<file path="src/rtl/spi_flash_range_sequencer_if.sv">
// rtl/spi_flash_range_sequencer_if.sv - burst command handshake between sequencer and QSPI controller
interface spi_flash_range_sequencer_if #(
    parameter int DIE_BYTES_LOG2 = 25,
    parameter int NUM_DIES       = 2,
    parameter int MAX_BURST      = 256
);
    localparam int DIE_W = (NUM_DIES > 1) ? $clog2(NUM_DIES) : 1;
    localparam int LEN_W = $clog2(MAX_BURST + 1);

    logic                      cmd_valid;
    logic                      cmd_ready;
    logic [DIE_W-1:0]          cmd_die;
    logic [DIE_BYTES_LOG2-1:0] cmd_addr;
    logic [LEN_W-1:0]          cmd_len;
    logic [1:0]                cmd_mode;
    logic                      burst_done;

    modport master (
        output cmd_valid, cmd_die, cmd_addr, cmd_len, cmd_mode,
        input  cmd_ready, burst_done
    );

    modport slave (
        input  cmd_valid, cmd_die, cmd_addr, cmd_len, cmd_mode,
        output cmd_ready, burst_done
    );
endinterface

</file>
<file path="src/rtl/spi_flash_range_sequencer.sv">
// rtl/spi_flash_range_sequencer.sv - splits an inclusive byte range into die-bounded, FIFO-bounded read bursts
module spi_flash_range_sequencer #(
    parameter int ADDR_W         = 32,
    parameter int DIE_BYTES_LOG2 = 25,
    parameter int NUM_DIES       = 2,
    parameter int MAX_BURST      = 256
) (
    input  logic                                       system_clk,
    input  logic                                       system_reset_n,
    input  logic                                       start_flag,
    input  logic [ADDR_W-1:0]                          start_addr,
    input  logic [ADDR_W-1:0]                          end_addr,
    input  logic [1:0]                                 mode,
    input  logic                                       abort,
    input  logic [$clog2(MAX_BURST+1)-1:0]             fifo_free,
    spi_flash_range_sequencer_if.master                cmd_if,
    output logic                                       busy,
    output logic                                       read_finish,
    output logic [1:0]                                 finish_status
);
    localparam int DIE_W = (NUM_DIES > 1) ? $clog2(NUM_DIES) : 1;
    localparam int LEN_W = $clog2(MAX_BURST + 1);

    // All range arithmetic is one bit wider than the address so no term wraps before the min.
    localparam logic [ADDR_W:0] ONE        = (ADDR_W+1)'(1);
    localparam logic [ADDR_W:0] DIE_MASK   = (ADDR_W+1)'((64'd1 << DIE_BYTES_LOG2) - 64'd1);
    localparam logic [ADDR_W:0] ADDR_LIMIT = (ADDR_W+1)'(64'(NUM_DIES) << DIE_BYTES_LOG2);
    localparam logic [ADDR_W:0] BURST_MAX  = (ADDR_W+1)'(MAX_BURST);

    typedef enum logic [2:0] {
        S_IDLE,
        S_CHECK,
        S_CALC,
        S_ISSUE,
        S_WAIT_DONE,
        S_FINISH
    } state_t;

    state_t            r_state;
    state_t            w_state_nxt;

    logic [ADDR_W-1:0] r_curr_addr;
    logic [ADDR_W-1:0] r_end_q;
    logic [1:0]        r_mode_q;
    logic [1:0]        r_status;
    logic              r_abort_q;
    logic [LEN_W-1:0]  r_len_q;

    logic [ADDR_W:0]   w_curr_ext;
    logic [ADDR_W:0]   w_end_ext;
    logic [ADDR_W:0]   w_range_left;
    logic [ADDR_W:0]   w_die_left;
    logic [ADDR_W:0]   w_fifo_ext;
    logic [ADDR_W:0]   w_min;
    logic [ADDR_W:0]   w_last;
    logic              w_param_err;
    logic              w_fifo_ok;

    always_comb begin
        w_curr_ext   = {1'b0, r_curr_addr};
        w_end_ext    = {1'b0, r_end_q};
        w_range_left = w_end_ext - w_curr_ext + ONE;
        w_die_left   = (w_curr_ext | DIE_MASK) - w_curr_ext + ONE;
        w_fifo_ext   = (ADDR_W+1)'(fifo_free);
        w_min        = BURST_MAX;
        if (w_range_left < w_min) w_min = w_range_left;
        if (w_die_left < w_min)   w_min = w_die_left;
        if (w_fifo_ext < w_min)   w_min = w_fifo_ext;
        w_last       = w_curr_ext + (ADDR_W+1)'(r_len_q) - ONE;
        w_param_err  = (w_end_ext < w_curr_ext) || (r_mode_q == 2'd3) || (w_end_ext >= ADDR_LIMIT);
        w_fifo_ok    = (fifo_free != '0);
    end

    always_ff @(posedge system_clk) begin
        if (!system_reset_n) begin
            r_state <= S_IDLE;
        end else begin
            r_state <= w_state_nxt;
        end
    end

    always_comb begin
        w_state_nxt = r_state;
        unique case (r_state)
            S_IDLE:      if (start_flag) w_state_nxt = S_CHECK;
            S_CHECK:     w_state_nxt = w_param_err ? S_FINISH : S_CALC;
            S_CALC: begin
                if (r_abort_q)      w_state_nxt = S_FINISH;
                else if (w_fifo_ok) w_state_nxt = S_ISSUE;
            end
            S_ISSUE:     if (cmd_if.cmd_ready) w_state_nxt = S_WAIT_DONE;
            S_WAIT_DONE: begin
                if (cmd_if.burst_done) w_state_nxt = (w_last == w_end_ext) ? S_FINISH : S_CALC;
            end
            S_FINISH:    w_state_nxt = S_IDLE;
            default:     w_state_nxt = S_IDLE;
        endcase
    end

    always_ff @(posedge system_clk) begin
        if (!system_reset_n) begin
            r_curr_addr <= '0;
            r_end_q     <= '0;
            r_mode_q    <= '0;
            r_status    <= '0;
            r_abort_q   <= 1'b0;
            r_len_q     <= '0;
        end else begin
            case (r_state)
                S_IDLE: begin
                    r_abort_q <= 1'b0;
                    if (start_flag) begin
                        r_curr_addr <= start_addr;
                        r_end_q     <= end_addr;
                        r_mode_q    <= mode;
                        r_status    <= 2'd0;
                    end
                end
                S_CHECK:     if (w_param_err) r_status <= 2'd2;
                S_CALC: begin
                    if (r_abort_q)      r_status <= 2'd1;
                    else if (w_fifo_ok) r_len_q  <= LEN_W'(w_min);
                end
                S_WAIT_DONE: if (cmd_if.burst_done) r_curr_addr <= r_curr_addr + ADDR_W'(r_len_q);
                default: ;
            endcase
            // Abort is remembered from any active state and only acted on between bursts.
            if (r_state != S_IDLE && abort) r_abort_q <= 1'b1;
        end
    end

    assign cmd_if.cmd_valid = (r_state == S_ISSUE);
    assign cmd_if.cmd_die   = r_curr_addr[DIE_BYTES_LOG2 +: DIE_W];
    assign cmd_if.cmd_addr  = r_curr_addr[DIE_BYTES_LOG2-1:0];
    assign cmd_if.cmd_len   = r_len_q;
    assign cmd_if.cmd_mode  = r_mode_q;
    assign busy             = (r_state != S_IDLE);
    assign read_finish      = (r_state == S_FINISH);
    assign finish_status    = (r_state == S_FINISH) ? r_status : 2'd0;
endmodule

</file>
<file path="src/flat_wrapper.sv">
// flat-port wrapper written by rule: the top's interface ports become plain ports
module spi_flash_range_sequencer_flat 
#(
    parameter int ADDR_W         = 32,
    parameter int DIE_BYTES_LOG2 = 25,
    parameter int NUM_DIES       = 2,
    parameter int MAX_BURST      = 256
)
  (system_clk, system_reset_n, start_flag, start_addr, end_addr, mode, abort, fifo_free, busy, read_finish, finish_status, cmd_if_cmd_valid, cmd_if_cmd_die, cmd_if_cmd_addr, cmd_if_cmd_len, cmd_if_cmd_mode, cmd_if_cmd_ready, cmd_if_burst_done);
  spi_flash_range_sequencer_if #(.DIE_BYTES_LOG2(DIE_BYTES_LOG2), .NUM_DIES(NUM_DIES), .MAX_BURST(MAX_BURST)) cmd_if_i ();
  input  logic system_clk;
  input  logic system_reset_n;
  input  logic start_flag;
  input  logic [ADDR_W-1:0] start_addr;
  input  logic [ADDR_W-1:0] end_addr;
  input  logic [1:0] mode;
  input  logic abort;
  input  logic [$clog2(MAX_BURST+1)-1:0] fifo_free;
  output logic busy;
  output logic read_finish;
  output logic [1:0] finish_status;
  output wire logic [$bits(cmd_if_i.cmd_valid)-1:0] cmd_if_cmd_valid;
  output wire logic [$bits(cmd_if_i.cmd_die)-1:0] cmd_if_cmd_die;
  output wire logic [$bits(cmd_if_i.cmd_addr)-1:0] cmd_if_cmd_addr;
  output wire logic [$bits(cmd_if_i.cmd_len)-1:0] cmd_if_cmd_len;
  output wire logic [$bits(cmd_if_i.cmd_mode)-1:0] cmd_if_cmd_mode;
  input wire logic [$bits(cmd_if_i.cmd_ready)-1:0] cmd_if_cmd_ready;
  input wire logic [$bits(cmd_if_i.burst_done)-1:0] cmd_if_burst_done;
  assign cmd_if_cmd_valid = cmd_if_i.cmd_valid;
  assign cmd_if_cmd_die = cmd_if_i.cmd_die;
  assign cmd_if_cmd_addr = cmd_if_i.cmd_addr;
  assign cmd_if_cmd_len = cmd_if_i.cmd_len;
  assign cmd_if_cmd_mode = cmd_if_i.cmd_mode;
  assign cmd_if_i.cmd_ready = cmd_if_cmd_ready;
  assign cmd_if_i.burst_done = cmd_if_burst_done;
  spi_flash_range_sequencer #(.ADDR_W(ADDR_W), .DIE_BYTES_LOG2(DIE_BYTES_LOG2), .NUM_DIES(NUM_DIES), .MAX_BURST(MAX_BURST)) u_core (.system_clk(system_clk), .system_reset_n(system_reset_n), .start_flag(start_flag), .start_addr(start_addr), .end_addr(end_addr), .mode(mode), .abort(abort), .fifo_free(fifo_free), .cmd_if(cmd_if_i), .busy(busy), .read_finish(read_finish), .finish_status(finish_status));
endmodule
</file>
<file path="config.mk">
export PLATFORM = sky130hd
export DESIGN_NAME = spi_flash_range_sequencer_flat
export DESIGN_NICKNAME = d
export VERILOG_FILES = /design/src/rtl/spi_flash_range_sequencer_if.sv /design/src/rtl/spi_flash_range_sequencer.sv /design/src/flat_wrapper.sv
export SDC_FILE = /design/constraint.sdc
export NUM_CORES = 1
export LEC_CHECK = 0
export BUFFER_PORTS_ARGS = -buffer_cell sky130_fd_sc_hd__buf_2
export CAP_MARGIN = 15
export CORE_ASPECT_RATIO = 0.75
export CORE_MARGIN = 2
export CORE_UTILIZATION = 52
export CTS_BUF_LIST = sky130_fd_sc_hd__clkbuf_2
export DETAILED_ROUTE_END_ITERATION = 6
export PLACE_DENSITY = 0.71
export SLEW_MARGIN = 0
export SYNTH_ARGS = -nofsm -noshare
export SYNTH_HDL_FRONTEND = slang
export SYNTH_SLANG_ARGS = --single-unit
</file>
<file path="constraint.sdc">
create_clock -name system_clk -period 14.8 [get_ports system_clk]
set_input_delay 2.22 -clock system_clk [delete_from_list [all_inputs] [get_ports system_clk]]
set_output_delay 2.22 -clock system_clk [all_outputs]
set_load 0.005 [all_outputs]
</file>
==> results.yml, run 1 <==
cts:
  cts_max_path_buffers: 2
  cts_buffers: 9
  cts-resized-gates: 0
  post_cts_buffers: 0
  worstSkewPairLatency_ns: 0.66
  h-tree-depth: 3
  ctsHoldBuffers: 0
  root_buffer: "clkbuf_2"
  cts_sinks: 81
  clk_pin_slew_worst_paths_ns: 0.31
  cts_tree: "done"
timing:
  max_freq_mhz: 103
  clock_skew_ns: 0.0405
  setup_ws_ns: 5.11
  hold_viol_final: 0
  fin_tns_setup_ns: 0
  finalSetupViolCount: 0
  period_needed_ns: 9.69
  drv_slew: 0
  rsz0062_at_grt: "false"
  worst_pin_slew_ns: 0.903
  slew-limit-headroom: 0.397
  finalCritPeriodShare: 0.655
die:
  die_area_um2: 24500
  ios: 123
  die_w_um: 180
  core_area_um2: 22900
  start_util: 0.528
  die_y_um: 136
  fp-row-count: 48
layout:
  multi_input_area_um2: 9620
  stdcell_area_um2: 12900
  area_growth_pct: 6.81
  final_cell_count_no_fill: 2012
  layout-drive-gt1-share: 0.105
  fillers: 2257
  finalNetCount: 1989
  seq_area_um2: 1620
logic_synthesis:
  yosysSeqAreaShare: 0.134
  synthDistinctLibCells: 87
  yosys-top-cells-count: "184 x ha_1, 162 x nand2_1, 133 x a21oi_1, 131 x inv_1, 104 x nor2_1"
  synth_area_leader_cell: "ha_1"
  syn-cell-area_um2: 12100
  synth-edff-count: 0
  dominantRegCellSynth: "dfxtp_1"
  async_flop_share: 0
  synth_warnings: 0
  synthCells: 1629
  synth_top_area_frac: 0.191
  yosysMostFrequentCell: "ha_1"
  ys_ff_latch: 81
  avgSynthCellArea_um2: 7.41
  yosys-top-cells-area: "ha_1 19%, dfxtp_1 13%, a21oi_1 5.5%, nand2_1 5.0%, inv_1 4.1%"
placement:
  dpl.hpwl_mm: 34.7
  dp_slack_ns: 5.34
  gp_congestion: 1.08
  dp.cells: 1994
  dpl_cell_area_um2: 12800
  portBuffers: 122
worst_hold_path:
  hold_depth: 2
  min_path_type: "flip-flop to flip-flop"
global_route:
  grt_pass1_wl_mm: 65.3
  grt_overflow_total: 0
  grt_util_all_layers: 0.342
  grt_start_max_net_pins: 66
  grt_pass1_vias: 11700
  antenna_found_initial: 1
drt:
  vias: 12800
  drt_wl_total_mm: 43.2
  routed_via_density: 6.36
  drc: 4
  drt_iter0_markers: 1682
  drt_pass1_iterations: 7
  wire_per_inst_um: 21.5
  ant_nets: 0
critical_path:
  endpoint_kind: "flip-flop"
  path_max_fanout: 16
  cp_slowest_stage_delay_ns: 0.82
  start_kind: "flip-flop"
  critical_path_class: "flip-flop to flip-flop"
  critical_path.top_delay_family: "compound AO/OA/AOI/OAI gates"
  critPathArrivalTime_ns: 10.25
  path_depth: 32
  path_buf_inv: 1
  cp.required_ns: 15.36
  cpMaxStageDelayCell: "dfxtp_1"
  r2r_cells: 32
  regToRegSetupSlack_ns: 5.11
flow_run:
  maxCapViolCount: 0
pwr:
  p_leak_nw: 5.68
  p_per_area_nw_per_um2: 240
  vdd_drop_max_mv: 0.126
outcome:
  outcome: "finished with violations"
  violations: "design-rule violations"
==> report_power, final <==
| part | total [mW] | internal, mW | switching [mW] |
|---|---|---|---|
| Combinational | 2.57 | 0.990 | 1.58 |
| Sequential | 0.385 | 0.268 | 0.117 |
| Clock | 0.130 | 0.0259 | 0.104 |
==> flip-flops by register name, indices dropped and copies added (netlist names) <==
| register | count |
|---|---|
| u_core.cmd_if.cmd_len | 9 |
| u_core.cmd_if.cmd_mode | 2 |
| u_core.r_abort_q | 1 |
| u_core.r_curr_addr | 32 |
| u_core.r_end_q | 32 |
| u_core.r_state | 3 |
| u_core.r_status | 2 |
==> tightest hold or removal path: cells and delay by family (launching register included) <==
kind / cells / cell delay (ns)
simple gates: 1 / 0.06
flops: 1 / 0.39
compound gates: 1 / 0.05
==> worst paths after layout <==
path	from	end
min reg2reg	u_core.cmd_if.cmd_mode[0]	u_core.cmd_if.cmd_mode[0]
min	u_core.cmd_if.cmd_mode[0]	u_core.cmd_if.cmd_mode[0]
max reg2reg	u_core.r_curr_addr[11]	u_core.cmd_if.cmd_len[0]
max	u_core.r_curr_addr[11]	u_core.cmd_if.cmd_len[0]
==> placed cells by master, fill, tap and decap left out, types with 12 or more instances in the layout <==
cell	synthesis	routed
dfxtp_1	81	81
nor3_1	35	35
a22oi_1	12	12
inv_1	131	130
a211oi_1	31	31
nand2b_1	24	24
o211ai_1	21	21
a211o_1	12	12
nor2b_1	33	33
fa_1	18	18
o21ai_0	82	82
ha_1	184	184
and2_1	12	12
a21oi_1	133	132
and3_1	24	24
xor2_1	25	25
a31oi_1	18	18
o21a_1	14	14
buf_2	3	122
conb_1	1	17
a21o_1	26	26
nand3_1	46	46
nor4_1	22	22
a32oi_1	12	12
xnor2_1	54	54
nor2_1	104	104
nand2_1	162	161
nand4_1	32	32
==> per-stage QoR <==
stage / power, mW / utilization / hold WS, ns
after global routing: 3.33 / 0.564 / 0.531
after floorplan: 2.20 / - / 0.446
after detailed placement: 2.87 / 0.559 / 0.466
after global placement: 2.86 / 0.559 / 0.459
after CTS: 3.01 / 0.563 / 0.495
final: 3.09 / 0.564 / 0.498
==> kinds of logic (layout without fill, tap and decap cells) <==
kind of cell | Yosys count | in the layout | share of synthesized area
buffers and inverters | 213 | 279 | 0.0749
muxes | 12 | 12 | 0.0102
adders and majority gates | 202 | 202 | 0.220
and+or+nand+nor | 560 | 560 | 0.238
other | 1 | 18 | 0.000311
xor gates and xnor gates | 79 | 79 | 0.0573
DFF | 81 | 81 | 0.134
AOI/OAI and AO/OA | 481 | 481 | 0.264
==> metal layers <==
metal / part of all wire / track usage / vias up
met1: 0.45 / 0.486 / 5987
met5: 0 / 0 / -
li1: - / - / 6038
met4: 0.034 / 0.119 / 0
met3: 0.12 / 0.0991 / 100
met2: 0.39 / 0.487 / 671
==> area by class of cell <==
type	count	share of cell area
Multi-Input combinational cell	1351	0.746
Sequential cell	81	0.126
Timing Repair Buffer	132	0.0532
Inverter	131	0.0381
Tap cell	300	0.0291
Clock inverter	7	0.00466
Clock buffer	9	0.00349
Antenna cell	1	0.000194
Note: power is estimated with default switching activity, not from simulation.
==> run 2, diff against run 1 <==
- PLACE_DENSITY: 0.71 -> 0.73
- clock period: 14.8 -> 7.9 ns (I/O delays scaled with it)
==> results.yml, run 2 (same netlist as run 1, synthesis figures left out) <==
outcome:
  outcome: "completed"
cts:
  ctsHoldBuffers: 0
  cts_tree: "done"
  clk_pin_slew_worst_paths_ns: 0.29
  h-tree-depth: 3
  root_buffer: "clkbuf_2"
  cts_max_path_buffers: 2
  worstSkewPairLatency_ns: 0.72
  cts_buffers: 9
  cts_sinks: 81
critical_path:
  crit_start: "u_core.r_end_q[8]"
  critical_path_class: "flip-flop to flip-flop"
  regToRegSetupSlack_ns: 0.31
  path_max_fanout: 7
  critical_path.top_delay_family: "compound AO/OA/AOI/OAI gates"
  path_depth: 40
  cpMaxStageDelayCell: "dfxtp_1"
  critPathArrivalTime_ns: 8.17
  path_buf_inv: 7
  path_common_cell: "buf_4"
  r2r_start: "u_core.r_end_q[8]"
  cp.required_ns: 8.48
  cp_slowest_stage_delay_ns: 0.50
  start_kind: "flip-flop"
  crit_path_end: "u_core.cmd_if.cmd_len[6]"
  endpoint_kind: "flip-flop"
  r2r_cells: 40
  r2r-end: "u_core.cmd_if.cmd_len[6]"
pwr:
  p_per_area_nw_per_um2: 472
  vdd_drop_max_mv: 0.263
  totalPowerFinal_mw: 6.58
  p_leak_nw: 6.20
flow_run:
  maxCapViolCount: 0
drt:
  ant_nets: 0
  routed_via_density: 6.39
  drt_wl_total_mm: 47.7
  wire_per_inst_um: 22.6
  drt_iter0_markers: 1617
  vias: 13500
  drt_pass1_iterations: 6
  drc: 0
die:
  fp-row-count: 48
  start_util: 0.528
  core_area_um2: 22900
  die_w_um: 180
  die_area_um2: 24500
  ios: 123
  die_y_um: 136
global_route:
  grtUsageMet1: 0.530
  antenna_found_initial: 1
  grt_pass1_vias: 12100
  grt_util_met2: 0.543
  grt_util_all_layers: 0.376
  grt_overflow_total: 0
  grt_pass1_wl_mm: 70.5
  top_usage_layer: "met2"
  grt_start_max_net_pins: 72
  met3_usage: 0.107
worst_hold_path:
  hold_depth: 2
  worstHoldStart: "u_core.cmd_if.cmd_mode[0]"
  min_path_type: "flip-flop to flip-flop"
timing:
  clock_skew_ns: 0.0665
  drv_slew: 0
  finalCritPeriodShare: 0.961
  period_needed_ns: 7.59
  max_freq_mhz: 132
  worst_pin_slew_ns: 1.03
  hold_viol_final: 0
  finalSetupViolCount: 0
  slew-limit-headroom: 0.310
  setup_ws_ns: 0.311
placement:
  portBuffers: 122
  dpl_cell_area_um2: 13400
  dpl.hpwl_mm: 38.2
  dp_slack_ns: 0.0799
  gp_congestion: 1.04
layout:
  stdcell_area_um2: 14000
  fillers: 2132
  finalNetCount: 2084
  final_cell_mix: "176 x ha_1, 159 x nand2_1, 129 x a21oi_1, 125 x inv_1, 122 x buf_2"
  layout-drive-gt1-share: 0.185
  area_growth_pct: 15.6
  layout_commonest_cell: "ha_1"
run 2: changes by cell type in the layout (fill, tap and decap cells not counted), moves of 7 or more:
cell and delta:
fa_1 -7, fa_2 +7, dfxtp_2 +13, dfxtp_1 -14, buf_4 +90, ha_1 -8
run 2: worst min path at each step:
stage	end	slack (ns)
3_3_place_gp	u_core.cmd_if.cmd_mode[1]	0.46
6_report	u_core.cmd_if.cmd_mode[0]	0.50
4_1_cts	u_core.cmd_if.cmd_mode[0]	0.50
5_1_grt	u_core.cmd_if.cmd_mode[0]	0.51
2_1_floorplan	u_core.r_status[0]	0.45
3_5_place_dp	u_core.cmd_if.cmd_mode[0]	0.47
run 2: final cells by class:
class                           instances  area [µm²]  share of cell area
Antenna cell                            1        2.50            0.000179
Clock buffer                            9        45.0             0.00323
Clock inverter                          7         101             0.00726
Inverter                              131         494              0.0354
Multi-Input combinational cell       1352        9900               0.709
Sequential cell                        81        1640               0.118
Tap cell                              300         375              0.0269
Timing Repair Buffer                  226        1410               0.101
run 2: timing repair:
item | in CTS | in global routing
setup buffers | 0 | 13
gates resized for setup | 0 | 78
endpoints found under the setup margin | 0 | 9
run 2: report_power, final:
group | internal [mW] | switching [mW] | total, mW
Clock | 0.108 | 0.197 | 0.305
Combinational | 2.25 | 3.40 | 5.64
Sequential | 0.508 | 0.126 | 0.634
Total | 2.86 | 3.72 | 6.58
run 2: routing by layer:
layer,vias up,wire (µm)
met3,105,5500
met4,2,1570
met2,760,19100
met5,-,58
met1,6353,21400
li1,6249,-
run 2: worst min-delay path, stage by stage, from the launching register on:
cell and delay [ns]:
dfxtp_1 0.38, nand2_1 0.05, a21oi_1 0.06
run 2: metrics by stage:
stage / TNS [ns] / hold WS [ns] / utilization / cells
6_report: 0 / 0.497 / 0.610 / 2107
2_1_floorplan: 0 / 0.446 / - / 1645
3_3_place_gp: 0 / 0.457 / 0.585 / 2075
3_5_place_dp: 0 / 0.475 / 0.585 / 2075
5_1_grt: -0.280 / 0.515 / 0.610 / 2107
4_1_cts: 0 / 0.502 / 0.592 / 2091
==> run 3, diff against run 2 <==
- CORE_UTILIZATION: 52 -> 50
- PLACE_DENSITY: 0.73 -> 0.71
- SLEW_MARGIN: 0 -> 20
- TNS_END_PERCENT: not set -> 50
==> results.yml, run 3 (same netlist as run 1, synthesis figures left out) <==
timing:
  slew-limit-headroom: 0.307
  drv_slew: 0
  max_freq_mhz: 131
  clock_skew_ns: 0.0428
  finalCritPeriodShare: 0.969
  fin_tns_setup_ns: 0
  setup_ws_ns: 0.243
  worst_hold_slack_ns: 0.502
  hold_viol_final: 0
  worst_pin_slew_ns: 1.03
  period_needed_ns: 7.66
  finalSetupViolCount: 0
critical_path:
  cpMaxStageDelayCell: "a41oi_1"
  critical_path.top_delay_family: "compound AO/OA/AOI/OAI gates"
  endpoint_kind: "flip-flop"
  r2r-end: "u_core.cmd_if.cmd_len[7]"
  critPathArrivalTime_ns: 8.27
  path_max_fanout: 8
  r2r_start: "u_core.r_curr_addr[2]"
  regToRegSetupSlack_ns: 0.24
  critical_path_class: "flip-flop to flip-flop"
  cp_slowest_stage_delay_ns: 0.39
  start_kind: "flip-flop"
  cp.required_ns: 8.51
  crit_start: "u_core.r_curr_addr[2]"
  r2r_cells: 37
  path_buf_inv: 5
cts:
  cts_max_path_buffers: 2
  cts_sinks: 81
  ctsHoldBuffers: 0
  h-tree-depth: 3
  cts_tree: "done"
  root_buffer: "clkbuf_2"
  clk_pin_slew_worst_paths_ns: 0.27
  worstSkewPairLatency_ns: 0.67
  cts_buffers: 9
global_route:
  grt_util_met2: 0.533
  met3_usage: 0.0756
  grt_pass1_wl_mm: 72.2
  grt_start_max_net_pins: 72
  antenna_found_initial: 2
  top_usage_layer: "met1"
  grt_util_all_layers: 0.370
  grt_pass1_vias: 12100
  grtUsageMet1: 0.564
  grt_overflow_total: 0
pwr:
  p_per_area_nw_per_um2: 472
  p_leak_nw: 6.20
  p_int_mw: 2.84
  vdd_drop_max_mv: 0.269
  p_seq_frac: 0.096
  p_comb_frac: 0.864
  clock_power_share: 0.040
  totalPowerFinal_mw: 6.58
  p_sw_mw: 3.74
  swShare: 0.568
placement:
  dp_slack_ns: -0.152
  dp.cells: 2085
  portBuffers: 122
  dpl_cell_area_um2: 13400
  dpl.hpwl_mm: 39.0
  gp_congestion: 0.999
worst_hold_path:
  hold_depth: 2
  worstHoldEndpoint: "u_core.cmd_if.cmd_mode[0]"
  min_path_type: "flip-flop to flip-flop"
  worstHoldStart: "u_core.cmd_if.cmd_mode[0]"
drt:
  wire_per_inst_um: 22.9
  routed_via_density: 6.39
  drt_wl_total_mm: 48.3
  ant_nets: 0
  drt_pass1_iterations: 7
  drc: 0
  drt_iter0_markers: 1887
  vias: 13500
die:
  die_area_um2: 25400
  die_w_um: 183
  die_y_um: 139
  fp-row-count: 49
  ios: 123
  start_util: 0.506
  core_area_um2: 23800
layout:
  stdcell_area_um2: 13900
  final_cell_mix: "178 x ha_1, 161 x nand2_1, 128 x a21oi_1, 126 x inv_1, 122 x buf_2"
  layout_commonest_cell: "ha_1"
  area_growth_pct: 15.4
  finalNetCount: 2086
  final_cell_count_no_fill: 2115
  layout-drive-gt1-share: 0.184
  final_util: 0.584
outcome:
  outcome: "completed"
flow_run:
  maxCapViolCount: 0
## run 3: cell types whose count changed in the layout (fill, tap and decap cells not counted), sizes merged
cell	delta
bufinv	-1
clkinvlp	+1
o21bai	+1
nand2b	-1
buf	+2
## run 3: repair_timing
item,4_1_cts,5_1_grt
buffers inserted,0,13
pin swaps,3,37
setup endpoints to repair,9,9
cloned,1,0
hold endpoints to repair,0,0
gates resized for setup,4,72
## run 3: power groups by stage
stage / Sequential (mW) / Clock, mW / Combinational, mW
after floorplan: 0.623 / 0 / 3.50
after global placement: 0.627 / 0 / 5.20
after global routing: 0.643 / 0.282 / 6.07
after detailed placement: 0.630 / 0 / 5.18
final: 0.633 / 0.264 / 5.68
after CTS: 0.621 / 0.270 / 5.24
## run 3: area by class of cell
cell class / count / area (µm²)
fill: 2273 / 9910
multi-input combinational: 1352 / 9890
sequential: 81 / 1640
timing repair buffer: 228 / 1410
inverter: 131 / 494
tap: 306 / 383
clock inverter: 7 / 77.6
clock buffer: 9 / 45.0
antenna: 1 / 2.50
## run 3: worst max path at each step
stage | end | slack, ns | depth (start not counted)
6_report | u_core.cmd_if.cmd_len[7] | 0.24 | 37
5_1_grt | u_core.cmd_if.cmd_len[2] | -0.04 | 39
4_1_cts | u_core.cmd_if.cmd_len[0] | 0.007 | 35
3_5_place_dp | u_core.cmd_if.cmd_len[0] | -0.15 | 35
3_3_place_gp | u_core.cmd_if.cmd_len[0] | 0.007 | 35
2_1_floorplan | u_core.cmd_if.cmd_len[0] | 0.05 | 35
## run 3: layer usage
| layer | up-vias | wire [µm] |
|---|---|---|
| met2 | 782 | 19900 |
| li1 | 6265 | - |
| met4 | 0 | 860 |
| met5 | - | 0 |
| met3 | 72 | 5670 |
| met1 | 6397 | 21900 |
## run 3: worst reg2reg max path, delay by kind of cell, from the launching register on
kind | cells | cell delay [ns]
buffers and inverters | 5 | 0.79
and+or+nand+nor | 7 | 1.34
adders and majority gates | 4 | 1.22
muxes | 1 | 0.31
AOI/OAI and AO/OA | 20 | 3.57
DFF | 1 | 0.38
